$ cat config.mk
export PLATFORM = sky130hd
export DESIGN_NAME = wb_write_arbiter
export DESIGN_NICKNAME = d
export VERILOG_FILES = /design/src/rtl/wb_pkg.sv /design/src/rtl/wb_write_arbiter_fifo.sv /design/src/rtl/wb_write_arbiter.sv
export SDC_FILE = /design/constraint.sdc
export NUM_CORES = 1
export LEC_CHECK = 0
export CORE_MARGIN = 2
export CORE_UTILIZATION = 50
export CTS_BUF_LIST = sky130_fd_sc_hd__clkbuf_8 sky130_fd_sc_hd__clkbuf_16
export DETAILED_ROUTE_END_ITERATION = 16
export PLACE_DENSITY = 0.75
export SLEW_MARGIN = 10
export SYNTH_ARGS = -nofsm -noshare
export SYNTH_HDL_FRONTEND = slang
export SYNTH_SLANG_ARGS = --single-unit
$ cat constraint.sdc
create_clock -name clk_i -period 3.3 [get_ports clk_i]
set_input_delay 0.825 -clock clk_i [delete_from_list [all_inputs] [get_ports clk_i]]
set_output_delay 0.825 -clock clk_i [all_outputs]
set_load 0.005 [all_outputs]
$ cat src/rtl/wb_pkg.sv
// Shared types and constants for the register-file write-back arbiter.
package wb_pkg;

  localparam int unsigned WB_ADDR_W = 5;
  localparam int unsigned WB_DATA_W = 32;

  localparam logic [WB_ADDR_W-1:0] ZERO_REG = '0;

  // One buffered multi-cycle result; live drops when a newer pipe write supersedes it.
  typedef struct packed {
    logic                 live;
    logic [WB_ADDR_W-1:0] addr;
    logic [WB_DATA_W-1:0] data;
  } wb_entry_t;

endpackage

$ cat src/rtl/wb_write_arbiter_fifo.sv
// Circular buffer of multi-cycle results with per-address kill and live-address decode.
module wb_fifo
  import wb_pkg::*;
#(
  parameter int unsigned DEPTH = 4
) (
  input  logic                             clk_i,
  input  logic                             rst_i,
  input  logic                             push_i,
  input  wb_entry_t                        push_entry_i,
  input  logic                             pop_i,
  input  logic                             kill_i,
  input  logic [WB_ADDR_W-1:0]             kill_addr_i,
  output wb_entry_t                        head_o,
  output logic [$clog2(DEPTH):0]           count_o,
  output logic [(2**WB_ADDR_W)-1:0]        live_mask_o
);

  localparam int unsigned PTR_W = $clog2(DEPTH);
  localparam int unsigned CNT_W = PTR_W + 1;
  localparam int unsigned NREG  = 2**WB_ADDR_W;

  wb_entry_t        mem_q [DEPTH];
  wb_entry_t        mem_d [DEPTH];
  logic [PTR_W-1:0] head_q, head_d;
  logic [PTR_W-1:0] tail_q, tail_d;
  logic [CNT_W-1:0] count_q, count_d;

  // Kill matching entries, retire the popped slot, then write the pushed entry.
  always_comb begin
    for (int i = 0; i < DEPTH; i++) begin
      mem_d[i] = mem_q[i];
      if (kill_i && (mem_q[i].addr == kill_addr_i)) begin
        mem_d[i].live = 1'b0;
      end
    end
    head_d  = head_q;
    tail_d  = tail_q;
    count_d = count_q;
    if (pop_i) begin
      mem_d[head_q].live = 1'b0;
      head_d             = head_q + PTR_W'(1);
    end
    if (push_i) begin
      mem_d[tail_q] = push_entry_i;
      tail_d        = tail_q + PTR_W'(1);
    end
    count_d = count_q + CNT_W'(push_i) - CNT_W'(pop_i);
  end

  // Buffer state registers.
  always_ff @(posedge clk_i) begin
    if (rst_i) begin
      for (int i = 0; i < DEPTH; i++) begin
        mem_q[i] <= '0;
      end
      head_q  <= '0;
      tail_q  <= '0;
      count_q <= '0;
    end else begin
      for (int i = 0; i < DEPTH; i++) begin
        mem_q[i] <= mem_d[i];
      end
      head_q  <= head_d;
      tail_q  <= tail_d;
      count_q <= count_d;
    end
  end

  // OR-decode of live entries; popped and killed slots carry live=0.
  always_comb begin
    live_mask_o = '0;
    for (int i = 0; i < DEPTH; i++) begin
      if (mem_q[i].live) begin
        live_mask_o[mem_q[i].addr] = 1'b1;
      end
    end
    live_mask_o[0] = 1'b0;
  end

  assign head_o  = mem_q[head_q];
  assign count_o = count_q;

  logic unused_nreg;
  assign unused_nreg = ^NREG'(0);

endmodule

$ cat src/rtl/wb_write_arbiter.sv
// Register-file write port producer: pipe writes first, buffered multi-cycle results in free slots.
module wb_write_arbiter
  import wb_pkg::*;
#(
  parameter int unsigned DEPTH  = 4,
  parameter int unsigned ADDR_W = WB_ADDR_W,
  parameter int unsigned DATA_W = WB_DATA_W
) (
  input  logic                       clk_i,
  input  logic                       rst_i,
  input  logic                       pipe_we_i,
  input  logic [ADDR_W-1:0]          pipe_addr_i,
  input  logic [DATA_W-1:0]          pipe_data_i,
  input  logic                       mc_valid_i,
  input  logic [ADDR_W-1:0]          mc_addr_i,
  input  logic [DATA_W-1:0]          mc_data_i,
  output logic                       mc_ready_o,
  output logic [ADDR_W-1:0]          RDaddr_o,
  output logic [DATA_W-1:0]          RDdata_o,
  output logic                       RegWrite_o,
  output logic [(2**ADDR_W)-1:0]     pending_o,
  output logic [$clog2(DEPTH):0]     count_o
);

  localparam int unsigned CNT_W = $clog2(DEPTH) + 1;
  localparam int unsigned NREG  = 2**ADDR_W;

  logic                        pipe_issue;
  logic                        mc_accept;
  logic                        mc_store;
  logic                        pop;
  wb_entry_t                   push_entry;
  wb_entry_t                   head;
  logic [CNT_W-1:0]            fifo_count;
  logic [(2**WB_ADDR_W)-1:0]   live_mask;

  logic              reg_write_q, reg_write_d;
  logic [ADDR_W-1:0] rd_addr_q, rd_addr_d;
  logic [DATA_W-1:0] rd_data_q, rd_data_d;

  // Writes to the zero register are dropped; a same-edge pipe write supersedes a matching mc result.
  assign pipe_issue = pipe_we_i && (WB_ADDR_W'(pipe_addr_i) != ZERO_REG);
  assign mc_ready_o = fifo_count < CNT_W'(DEPTH);
  assign mc_accept  = mc_valid_i && mc_ready_o;
  assign mc_store   = mc_accept && (WB_ADDR_W'(mc_addr_i) != ZERO_REG) &&
                      !(pipe_issue && (mc_addr_i == pipe_addr_i));

  assign push_entry.live = 1'b1;
  assign push_entry.addr = WB_ADDR_W'(mc_addr_i);
  assign push_entry.data = WB_DATA_W'(mc_data_i);

  wb_fifo #(.DEPTH(DEPTH)) u_fifo (
    .clk_i        (clk_i),
    .rst_i        (rst_i),
    .push_i       (mc_store),
    .push_entry_i (push_entry),
    .pop_i        (pop),
    .kill_i       (pipe_issue),
    .kill_addr_i  (WB_ADDR_W'(pipe_addr_i)),
    .head_o       (head),
    .count_o      (fifo_count),
    .live_mask_o  (live_mask)
  );

  // Issue priority: pipe write, else FIFO head (killed heads pop silently), else idle.
  always_comb begin
    reg_write_d = 1'b0;
    rd_addr_d   = rd_addr_q;
    rd_data_d   = rd_data_q;
    pop         = 1'b0;
    if (pipe_issue) begin
      reg_write_d = 1'b1;
      rd_addr_d   = pipe_addr_i;
      rd_data_d   = pipe_data_i;
    end else if (fifo_count != '0) begin
      pop         = 1'b1;
      reg_write_d = head.live;
      rd_addr_d   = ADDR_W'(head.addr);
      rd_data_d   = DATA_W'(head.data);
    end
  end

  // Registered regfile write port.
  always_ff @(posedge clk_i) begin
    if (rst_i) begin
      reg_write_q <= 1'b0;
      rd_addr_q   <= '0;
      rd_data_q   <= '0;
    end else begin
      reg_write_q <= reg_write_d;
      rd_addr_q   <= rd_addr_d;
      rd_data_q   <= rd_data_d;
    end
  end

  assign RegWrite_o = reg_write_q;
  assign RDaddr_o   = rd_addr_q;
  assign RDdata_o   = rd_data_q;
  assign pending_o  = NREG'(live_mask);
  assign count_o    = fifo_count;

endmodule

# Word level (Yosys, flattened, before mapping)
# Memory sizes are Yosys's and may differ from the RTL's. A register that Yosys moved wholly into a read port is not among the register bits.
# Cells that the tools add are included.
[classes] n_addsub=4 magnitude_cmp=13 n_eq_ne=5 mux=41 bitwise=9 n_reduce_logical=20
[op_table] operator="152-bit bitwise mux" count=2
[op_table] operator="152-bit two-way mux" count=2
[op_table] operator="38-bit two-way mux" count=6
[op_table] operator="32-bit two-way mux" count=6
[op_table] operator="38-bit demux with 2-bit select" count=2
[op_table] operator="32-bit OR" count=3
[op_table] operator="5-bit == test" count=5
[op_table] operator="5-bit by 6-bit < comparator with 1-bit output (second input constant)" count=4
[op_table] operator="1-bit demux with 5-bit select" count=4
[op_table] operator="5-bit by 1-bit >= comparator with 1-bit output (second input constant)" count=4
[op_table] operator="1-bit logical AND" count=15
[op_table] operator="1-bit two-way mux" count=15
[op_table] operator="5-bit two-way mux" count=2
[op_table] operator="5-bit nonzero test" count=2
[op_table] operator="3-bit >= comparator (second input constant)" count=2
[op_table] operator="3-bit by 1-bit < comparator with 1-bit output (second input constant)" count=2
[op_table] operator="2-bit NOT with 3-bit output" count=2
[op_table] operator="2-bit by 1-bit adder with 2-bit output (second input constant)" count=2
[op_table] operator="2-bit two-way mux" count=2
[op_table] operator="1-bit OR" count=4
[op_table] operator="3-bit by 1-bit adder with 3-bit output" count=1
[op_table] operator="3-bit < comparator (second input constant)" count=1
[op_table] operator="3-bit nonzero test" count=1
[op_table] operator="3-bit by 1-bit subtractor with 3-bit output" count=1
[op_table] operator="2 further kinds" count=2
[word_totals] register_bits=45 mem_bits_rw=152 in_bits=78 wordCells=99 n_memories=1
[memory_table] name="u_fifo.mem_q" depth=4 word_bits=38 rd=5 rd_ports_with_merged_regs=1 write_ports=4 line="wb_write_arbiter_fifo.sv:23" text="wb_entry_t mem_q [DEPTH];"

# Longest topological paths before layout
# An unclocked memory read counts as a cell.
[depth] ltp_word=12 depth_mapped=11 depth_no_buf=9

# Modules after synthesis
# Synthesis repeated with hierarchy kept, for this count alone.
[unflattened] cells_unflattened=1135 area_unflattened_um2=10127.2
[by_module_without_submodules] module="wb_fifo" instances=1 cells_per_inst=942 area_per_inst_um2=8040.2 seq_area_each_um2=3223.1
[by_module_without_submodules] module="wb_write_arbiter" instances=1 cells_per_inst=193 area_per_inst_um2=2087.0 seq_area_each_um2=760.7

# Least setup slack after synthesis
# OpenSTA, ideal clock, no wires.
[synth_path] path_type="input to register" start="in pipe_addr_i[1]" end="reg u_fifo.count_q[2] (netlist: u_fifo.count_o[2])" t_arrival_ns=2.952 required_ns=3.170 slack_ns=0.218 stages=11 n_path_buf=2 cell_sequence="buf_4 > or4_4 > o21a_1 > clkbuf_1 > nand2_1 > nand2_1 > ha_1 > fa_1 > xnor2_1 > xnor2_1 > nor2_1"
[synth_via] elab_chain_len=7 elab_cells_between_ends=9 cone_classes="2 x add/sub; 1 x eq/ne; 1 x mux; 5 x reduce/logical"
[synth_rtl] element="from (decl)" line="wb_write_arbiter.sv:12" text="input logic [ADDR_W-1:0] pipe_addr_i,"
[synth_rtl] element="5-bit nonzero test" line="wb_write_arbiter.sv:42" text="assign pipe_issue = pipe_we_i && (WB_ADDR_W'(pipe_addr_i) != ZERO_REG);"
[synth_rtl] element="1-bit logical AND" line="wb_write_arbiter.sv:42"
[synth_rtl] element="1-bit logical AND" line="wb_write_arbiter.sv:46" text="!(pipe_issue && (mc_addr_i == pipe_addr_i));"
[synth_rtl] element="1-bit zero test" line="wb_write_arbiter.sv:46"
[synth_rtl] element="1-bit logical AND" line="wb_write_arbiter.sv:45" text="assign mc_store = mc_accept && (WB_ADDR_W'(mc_addr_i) != ZERO_REG) &&"
[synth_rtl] element="3-bit by 1-bit adder with 3-bit output" line="wb_write_arbiter_fifo.sv:48" text="count_d = count_q + CNT_W'(push_i) - CNT_W'(pop_i);"
[synth_rtl] element="3-bit by 1-bit subtractor with 3-bit output *" line="wb_write_arbiter_fifo.sv:48"
[synth_rtl] element="to (signal assigned)" line="wb_write_arbiter_fifo.sv:66" text="count_q <= count_d;"
[synth_rtl] element="to (decl)" line="wb_write_arbiter_fifo.sv:27" text="logic [CNT_W-1:0] count_q, count_d;"
# Every way passes the cells marked *; elsewhere a longest branch is shown, timed or not.
# A chain may end at the register's enable or synchronous reset.

==> flow_metrics.env <==
export IMPL_holdCritPathClass="register to register"
export IMPL_start_util_pct=51.39
export IMPL_ys_seq_area_share_pct=39.44
export IMPL_timing_rr_end="u_fifo.mem_q[1][37]"
export IMPL_period_needed_ps=3229
export IMPL_finalHoldViolations=0
export IMPL_area_growth_pct=23.90
export IMPL_grt_pass1_wl_um=44510
export IMPL_grt_setup_unrepaired="no"
export IMPL_wl_per_cell_um=18.97
export IMPL_grt_pass1_vias=8511
export IMPL_cp_buffers_inverters=1
export IMPL_syn_num_nets=1163
export IMPL_placedCellCount=1426
export IMPL_cts_inserted_buffers=17
export IMPL_yosysTopAreaCell="dfxtp_1"
export IMPL_num_rows=51
export IMPL_grt_max_degree=63
export IMPL_numPortBuffers=150
export IMPL_die_width_um=146.1
export IMPL_dp_hpwl_um=18270
export IMPL_vias=8562
export IMPL_maxSlewViolCount=0
export IMPL_design_core_area_um2=19650
export IMPL_crit_fanout=11
export IMPL_io_pins=152
export IMPL_regToRegStartpoint="u_fifo.count_o[2]"
export IMPL_setup_violations=0
export IMPL_synth_warnings=0
export IMPL_fin_util_pct=63.67
export IMPL_die_height_um=146.1
export IMPL_fin_worst_skew_ps=9.868
export IMPL_die_area_um2=21350
export IMPL_worst_ir_drop_vdd_uv=394.3
export IMPL_required_ps=2470
export IMPL_fin_cells=1458
export IMPL_antenna_found_initial=0
export IMPL_async_flop_share_pct=0
export IMPL_clkSinkCount=199
export IMPL_drive_gt1_share_pct=11.40
export IMPL_clkTransAtPathRegs_ps=70
export IMPL_fin_area_um2=12510
export IMPL_nets=1268
export IMPL_clockRootBuffer="clkbuf_16"
export IMPL_critical_path_top_delay_family="flip-flops"
export IMPL_yosysMostFrequentCell="nand2_1"
export IMPL_gp_congestion=0.9276
export IMPL_cts_max_path_buffers=2
export IMPL_fillers=1638
export IMPL_slew_headroom_pct=28.08
export IMPL_syn_inst=1075
export IMPL_hold_slack_ps=454.1
export IMPL_powerDensity_nw_per_um2=549.3
export IMPL_path_class="register to output pin"
export IMPL_diodes=0
export IMPL_synth_enable_flop_cells=0
export IMPL_worst_pin_slew_ps=1079
export IMPL_ff2ff_path_depth=3
export IMPL_regToRegSetupSlack_ps=1090
export IMPL_dpl_cell_area_um2=11880
export IMPL_slowest_stage="dfxtp_1"
export IMPL_worstPathCellList="or3b_2, o221ai_1, clkdlybuf4s50_1"
export IMPL_fmax_mhz=309.7
export IMPL_max_stage_delay_ps=630
export IMPL_grt_ovfl_total=0
export IMPL_setup_tns_ps=0
export IMPL_routed_wl_um=27660
export IMPL_cp_start_kind="register"
export IMPL_firstDrtPassIters=7
export IMPL_cts_setup_buffers=0
export IMPL_ys_top_cells_by_area="dfxtp_1, mux2i_1, nand2_1"
export IMPL_critPathCapture="pending_o[8]"
export IMPL_final_antenna_net_count=0
export IMPL_yosys_area_top_type_share_pct=39.44
export IMPL_synth_seq_cells=199
export IMPL_period_share_pct=97.84
export IMPL_synth_common_cells="nand2_1, dfxtp_1, mux2i_1, clkbuf_1, nor2_1"
export IMPL_htreeDepth=4
export IMPL_cts_tree="built"
export IMPL_clock_latency_ps=430
export IMPL_p_leak_nw=5.143
export IMPL_status="finished, final reports clean"
export IMPL_critPathArrivalTime_ps=2400
export IMPL_max_cap_violations=0
export IMPL_drc=0
export IMPL_worstSetupEndpointType="output pin"
export IMPL_netlist_cell_type_count=46
export IMPL_vias_per_cell=5.872
export IMPL_synth_main_ff_cell="dfxtp_1"
export IMPL_cp_depth=3
export IMPL_syn_area_um2=10100
export IMPL_track_usage_pct=25.74
export IMPL_startpoint="u_fifo.mem_q[3][35]"
export IMPL_drt_iter0_markers=571
export IMPL_syn_area_per_cell_um2=9.395
-- final cells by class --
| cell class | instances | area, um2 | share of cell area, % |
|---|---|---|---|
| multi-input combinational | 756 | 5623 | 44.94 |
| sequential | 199 | 3988 | 31.87 |
| timing repair buffer | 188 | 1882 | 15.04 |
| clock buffer | 20 | 466.7 | 3.730 |
| tap | 265 | 331.6 | 2.650 |
| clock inverter | 12 | 150.1 | 1.200 |
| inverter | 18 | 72.57 | 0.5799 |
-- cell usage in the layout, fill, tap and decap left out, types with 21 or more instances in the layout --
cell,count
a211oi_1,39
a22oi_1,21
mux4_2,38
clkdlybuf4s50_1,149
o221ai_1,21
buf_4,30
a21oi_1,41
nor2_1,44
mux2i_1,151
nand2_1,243
dfxtp_1,196
-- cell families after synthesis --
| group | after synthesis | synth area share, % |
|---|---|---|
| and+or+nand+nor | 369 | 16.17 |
| DFF | 199 | 39.44 |
| muxes | 190 | 23.55 |
| AOI/OAI and AO/OA | 159 | 11.47 |
| buffers and inverters | 120 | 5.674 |
| xor gates and xnor gates | 27 | 2.341 |
| adders and majority gates | 10 | 1.313 |
| other | 1 | 0.03713 |
-- how the worst min path moves through the flow --
stage | startpoint | to | slack [ps] | depth (start not counted)
after global routing | u_fifo.mem_q[0][31] | u_fifo.mem_q[0][31] | 470 | 2
final | u_fifo.mem_q[1][19] | u_fifo.mem_q[1][19] | 450 | 2
after CTS | u_fifo.mem_q[1][19] | u_fifo.mem_q[1][19] | 460 | 2
after global placement | u_fifo.mem_q[0][1] | u_fifo.mem_q[0][1] | 440 | 2
after floorplan | u_fifo.mem_q[1][19] | u_fifo.mem_q[1][19] | 430 | 2
after detailed placement | u_fifo.mem_q[1][30] | u_fifo.mem_q[1][30] | 450 | 2
-- state kept, by name, indices dropped and copies added, names as in the netlist, named ones only --
signal          flops
u_fifo.count_o      3
u_fifo.mem_q      152
u_fifo.tail_q       2
RDdata_o           32
RDaddr_o            5
u_fifo.head_q       2
RegWrite_o          1
-- power by group --
| part | total, mW | internal, mW | switching (mW) |
|---|---|---|---|
| clock | 2.17 | 1.25 | 0.914 |
| combinational | 1.85 | 0.861 | 0.993 |
| sequential | 2.85 | 2.63 | 0.220 |
| total | 6.87 | 4.75 | 2.13 |
-- worst register-to-register path, cell delays in order, from the launching register on --
cell	delay (ps)
dfxtp_1	440
or3_2	990
and3_1	420
o32ai_1	270
-- routing by layer --
layer | up-vias | global-route usage (%) | share of wire [%]
met5 | - | 0 | 0
met4 | 0 | 8.883 | 2.3
met3 | 49 | 5.906 | 7.3
met2 | 348 | 42.05 | 47
met1 | 4140 | 33.75 | 43
li1 | 4025 | - | -
-- through the flow --
step	power (mW)	setup WS [ps]
after floorplan	4.033	218.0
after global placement	4.710	-52.69
after detailed placement	4.737	-79.84
after CTS	6.883	74.22
after global routing	7.169	0.2809
final	6.874	71.37
-- what timing repair did --
| action | CTS | global route |
|---|---|---|
| hold buffers | 0 | 0 |
| setup endpoints to repair | 0 | 10 |
| resized for setup | 0 | 5 |
(Power assumes the default switching activity.)
